<file path="config.mk">
export PLATFORM = sky130hd
export DESIGN_NAME = periph_in_debounce
export DESIGN_NICKNAME = d
export VERILOG_FILES = /design/src/rtl/periph_in_debounce.sv
export SDC_FILE = /design/constraint.sdc
export NUM_CORES = 1
export LEC_CHECK = 0
export ABC_AREA = 1
export BUFFER_PORTS_ARGS = -buffer_cell sky130_fd_sc_hd__buf_2
export CORE_AREA = 2 2 39 41
export DETAILED_ROUTE_END_ITERATION = 8
export DIE_AREA = 0 0 41 43
export PLACE_DENSITY = 0.56
export SLEW_MARGIN = 0
export SYNTH_ARGS = -nofsm -noshare
export SYNTH_HDL_FRONTEND = slang
export SYNTH_SLANG_ARGS = --single-unit
</file>
<file path="constraint.sdc">
create_clock -name clk -period 1.2 [get_ports clk]
set_input_delay 0.24 -clock clk [delete_from_list [all_inputs] [get_ports clk]]
set_output_delay 0.24 -clock clk [all_outputs]
set_load 0.02 [all_outputs]
</file>
<file path="src/rtl/periph_in_debounce.sv">
// Synchronise, debounce and edge-flag raw peripheral input pins.
// Optional: define PERIPH_IN_FALL_EDGE_EN to also flag falling level edges.
module periph_in_debounce #(
  parameter int BW = 1,
  parameter int DB = 4
) (
  input  logic          clk,
  input  logic          rst,
  input  logic [BW-1:0] pin_in,
  input  logic          flag_clr,
  output logic [BW-1:0] level,
  output logic [BW-1:0] edge_flag,
  output logic          irq
);

  localparam int CW = $clog2(DB + 1);

  typedef enum logic {IDLE, COUNT} state_t;

  state_t        st      [BW];
  state_t        st_nxt  [BW];
  logic [CW-1:0] cnt     [BW];
  logic [CW-1:0] cnt_nxt [BW];
  logic [CW-1:0] cnt_inc [BW];
  logic [BW-1:0] term;
  logic [BW-1:0] s1, s2;
  logic [BW-1:0] level_nxt;
  logic [BW-1:0] set_vec;
  logic [BW-1:0] flag_nxt;

  always_ff @(posedge clk) begin
    if (rst) begin
      s1        <= '0;
      s2        <= '0;
      level     <= '0;
      edge_flag <= '0;
      irq       <= 1'b0;
      for (int i = 0; i < BW; i++) begin
        st[i]  <= IDLE;
        cnt[i] <= '0;
      end
    end else begin
      s1        <= pin_in;
      s2        <= s1;
      level     <= level_nxt;
      edge_flag <= flag_nxt;
      irq       <= |flag_nxt;
      for (int i = 0; i < BW; i++) begin
        st[i]  <= st_nxt[i];
        cnt[i] <= cnt_nxt[i];
      end
    end
  end

  // An idle bit always starts counting from zero, so a stale count can never leak in.
  always_comb begin
    term = '0;
    for (int i = 0; i < BW; i++) begin
      cnt_inc[i] = ((st[i] == COUNT) ? cnt[i] : '0) + CW'(1);
      term[i]    = (cnt_inc[i] == CW'(DB));
    end
  end

  always_comb begin
    for (int i = 0; i < BW; i++) begin
      st_nxt[i] = IDLE;
      if ((s2[i] != level[i]) && !term[i])
        st_nxt[i] = COUNT;
    end
  end

  always_comb begin
    level_nxt = level;
    for (int i = 0; i < BW; i++) begin
      cnt_nxt[i] = '0;
      if (s2[i] != level[i]) begin
        if (term[i])
          level_nxt[i] = s2[i];
        else
          cnt_nxt[i] = cnt_inc[i];
      end
    end
  end

  // A new set is OR-ed in after the clear so that it survives a simultaneous flag_clr.
  always_comb begin
`ifdef PERIPH_IN_FALL_EDGE_EN
    set_vec = level_nxt ^ level;
`else
    set_vec = level_nxt & ~level;
`endif
    flag_nxt = (edge_flag & ~{BW{flag_clr}}) | set_vec;
  end

endmodule

</file>
==> Implementation_results.wiki <==
{| class="wikitable"
! Metric !! Value
|-
| Upper clock frequency limit || 0.869 GHz
|-
| Startpoint of the worst register-to-register path || st[0]$_SDFF_PP0_
|-
| Crit share post-route || 0.959
|-
| Post-synthesis area per instance || 7.95 um^2
|-
| Total half-perimeter wirelength after legalization and detailed placement || 401 um
|-
| Via count of the first global-routing pass || 234
|-
| Cell count after placement || 66
|-
| Largest area contributor in the netlist || sky130_fd_sc_hd__dfxtp_1
|-
| Num CTS Buffers || 3
|-
| Ordered list of cells on the worst path || nand2_1, inv_2, ha_4, inv_2, nand3_2, nand2_2, nand2_4, o21ai_2, nor2_1
|-
| Number of nets in the finished design || 62
|-
| Setup repair after global routing missed its margin || yes
|-
| Worst reg2reg path endpoint || level$_SDFF_PP0_
|-
| Synth warn || 0
|-
| Reg clk slew, reported paths || 0.06 ns
|-
| First-pass GRT wire length || 883 um
|-
| Primary flip-flop cell chosen by synthesis mapping || sky130_fd_sc_hd__dfxtp_1
|-
| Final ANT Viol Nets || 0
|-
| Remaining routing DRC violations || 0
|-
| Total vias in the final route || 264
|-
| Proportion of synthesized chip area in sequential cells || 0.479
|-
| Hold crit path type || input pin to register
|-
| Number of I/O port buffers || 6
|-
| Top-level I/O count || 7
|-
| Nature of the critical path endpoint || register
|-
| Count of mapped cells out of synthesis || 42
|-
| Cell seen most often among critical-path stages || sky130_fd_sc_hd__inv_2
|-
| Placeable core area || 1380 um^2
|-
| Slowest stage delay, CP || 0.33 ns
|-
| Data required time at the worst endpoint || 1.34 ns
|-
| Fraction of synthesized cell area taken by the top area cell type || 0.479
|-
| CTS tree || built
|-
| Largest net degree at the start of global routing || 6
|-
| First-pass iteration count of the detailed router || 2
|-
| Destination of the worst hold path || s1$_SDFF_PP0_
|-
| Synthesis-stage register bit count || 8
|-
| Synthesized cell area || 334 um^2
|-
| Synth Net Count || 48
|-
| Reg-to-reg setup timing slack || 0.05 ns
|-
| Most frequent cell after synthesis || sky130_fd_sc_hd__inv_1
|-
| Fin. max-slew vios || 0
|-
| Number of H-tree branching levels || 1
|-
| Cell row count || 14
|-
| Power density of the placed cells || 1040 nW/um^2
|-
| Routed wire length || 491 um
|-
| Overall fraction of global-route tracks in use || 0.0758
|-
| Count of fill cells added during filler insertion || 148
|-
| Worst rel slew slack || 0.859
|-
| Number of DRC violations after detailed-routing iteration 0 || 3
|-
| Die Span Y || 43 um
|-
| CP bufs+invs || 2
|-
| Max_cap viols || 0
|-
| Largest cells by area after synthesis || sky130_fd_sc_hd__dfxtp_1, sky130_fd_sc_hd__inv_1, sky130_fd_sc_hd__ha_1
|-
| Hold Startpoint || pin_in
|-
| Initial antenna violation count || 0
|-
| Min Tclk post-route || 1.15 ns
|-
| Largest fanout of any net on the critical path || 4
|-
| Chip width || 41 um
|-
| Layout cells sized above 1 || 0.481
|-
| Number of unique standard cell types used by synthesis || 13
|-
| Number of hold-repair buffers added at the cts stage || 0
|-
| Cell with the biggest individual delay on the critical path || sky130_fd_sc_hd__dfxtp_2
|-
| Worst vdd rail ir drop || 629 uV
|-
| Effective utilization at floorplan || 0.241
|-
| CP Class || register to register
|-
| Number of cell instances on the worst register-to-register path || 9
|-
| Signal arrival time at the worst endpoint || 1.29 ns
|-
| Clock sink count || 8
|-
| Leakage || 0.000258 uW
|-
| EDFF count, synth || 0
|-
| Clk Latency, worst-skew pair || 0.24 ns
|-
| Total of endpoints with negative setup slack in the final report || 0
|-
| Top cells by instance count after synthesis || sky130_fd_sc_hd__inv_1, sky130_fd_sc_hd__dfxtp_1, sky130_fd_sc_hd__nand2_1, sky130_fd_sc_hd__nor2_1
|-
| Final Hold Violating Endpoints || 0
|-
| Master cell of the clock root buffer || sky130_fd_sc_hd__clkbuf_4
|-
| Signed area change from the synthesized netlist to the final layout || 39.0%
|-
| Overall power after layout || 485 uW
|-
| Kind of cell with the highest combined delay on the critical path || simple AND/OR/NAND/NOR gates
|-
| CTS Buffer Depth || 2
|-
| Antenna diodes || 0
|-
| Routability-driven placement congestion ratio || 0.752
|-
| Min-Delay Path Depth || 3
|-
| Detailed-route wire length per cell || 7.01 um
|-
| Worst Tran Pin Value || 0.211 ns
|-
| Setup crit start kind || register
|-
| Sum of overflow across all layers after global routing || 0
|-
| Layout Skew || 0.00814 ns
|-
| Number of cells in the finished layout apart from fillers || 70
|-
| Die area || 1760 um^2
|-
| Ratio of routed vias to standard cells || 3.77
|-
| Run status || completed
|-
| Async set-reset flop share out of synthesis || 0
|}
metal layers:
metal,share of wire,global-route usage,vias to the layer above
met3,0.026,0.0314,0
met2,0.48,0.100,2
met4,0,0.0400,0
met1,0.49,0.102,112
met5,0,0,-
li1,-,-,150
stage by stage:
stage	utilization	hold slack, ns	setup slack [ns]	TNS, ns	area, um^2
finish	0.335	0.199	0.0487	0	464
global route	0.335	0.201	-0.0422	-0.0589	464
CTS	0.308	0.194	0.000241	0	427
detailed placement	0.288	0.399	-0.0228	-0.0228	399
global placement	0.288	0.402	0.0196	0	399
floorplan	-	0.309	0.0665	0	334
cells in the final DEF (no fill, tap or decap), drive strengths merged:
| master | Yosys | layout |
|---|---|---|
| clkbuf | 0 | 3 |
| nand3 | 2 | 2 |
| inv | 11 | 11 |
| xor2 | 1 | 1 |
| o21ai | 1 | 1 |
| dfxtp | 8 | 8 |
| ha | 2 | 2 |
| buf | 1 | 10 |
| a21oi | 1 | 1 |
| nand2 | 8 | 8 |
| nor2 | 5 | 5 |
| nand4 | 2 | 2 |
flip-flops by register name, indices dropped and copies added (netlist names):
signal / flops
s1: 1
level: 1
irq: 1
cnt: 3
st: 1
s2: 1
repair_timing:
| action | in CTS | in global routing |
|---|---|---|
| resized for setup | 2 | 10 |
| setup endpoints to repair | 1 | 6 |
| buffers inserted | 0 | 1 |
| pin swaps | 0 | 5 |
where the power goes:
group / total, uW / internal, uW / switching (uW)
Sequential: 274 / 271 / 3.12
Combinational: 16.6 / 7.75 / 8.85
Clock: 194 / 114 / 79.9
Total: 485 / 393 / 91.8
final cells by class:
| type | count | area, um^2 | area share |
|---|---|---|---|
| timing repair buffer | 10 | 60.1 | 0.129 |
| tap | 16 | 20.0 | 0.0431 |
| multi-input combinational | 22 | 159 | 0.342 |
| inverter | 11 | 41.3 | 0.0889 |
| sequential | 8 | 161 | 0.348 |
| clock buffer | 3 | 22.5 | 0.0485 |
how the worst max path moves through the flow:
stage / startpoint / end / slack [ns] / cells after the start
final: st[0]$_SDFF_PP0_ / level$_SDFF_PP0_ / 0.05 / 9
after floorplan: st[0]$_SDFF_PP0_ / level$_SDFF_PP0_ / 0.07 / 9
after detailed placement: st[0]$_SDFF_PP0_ / level$_SDFF_PP0_ / -0.02 / 10
after CTS: st[0]$_SDFF_PP0_ / level$_SDFF_PP0_ / 0.0002 / 9
after global placement: st[0]$_SDFF_PP0_ / level$_SDFF_PP0_ / 0.02 / 10
after global routing: st[0]$_SDFF_PP0_ / level$_SDFF_PP0_ / -0.04 / 9
cell families after synthesis:
| group | after synthesis | share of synthesized area |
|---|---|---|
| buffers and inverters | 12 | 0.146 |
| adder cells (fa/ha/maj) | 2 | 0.0749 |
| flip-flops | 8 | 0.479 |
| AND/OR/NAND/NOR | 17 | 0.243 |
| XOR/XNOR | 1 | 0.0262 |
| AO/OA/AOI/OAI | 2 | 0.0299 |
worst min-delay path, stage by stage:
cell and delay, ns:
sky130_fd_sc_hd__buf_2 0.09, sky130_fd_sc_hd__inv_1 0.04, sky130_fd_sc_hd__nor2_1 0.03
(Power assumes the default switching activity.)
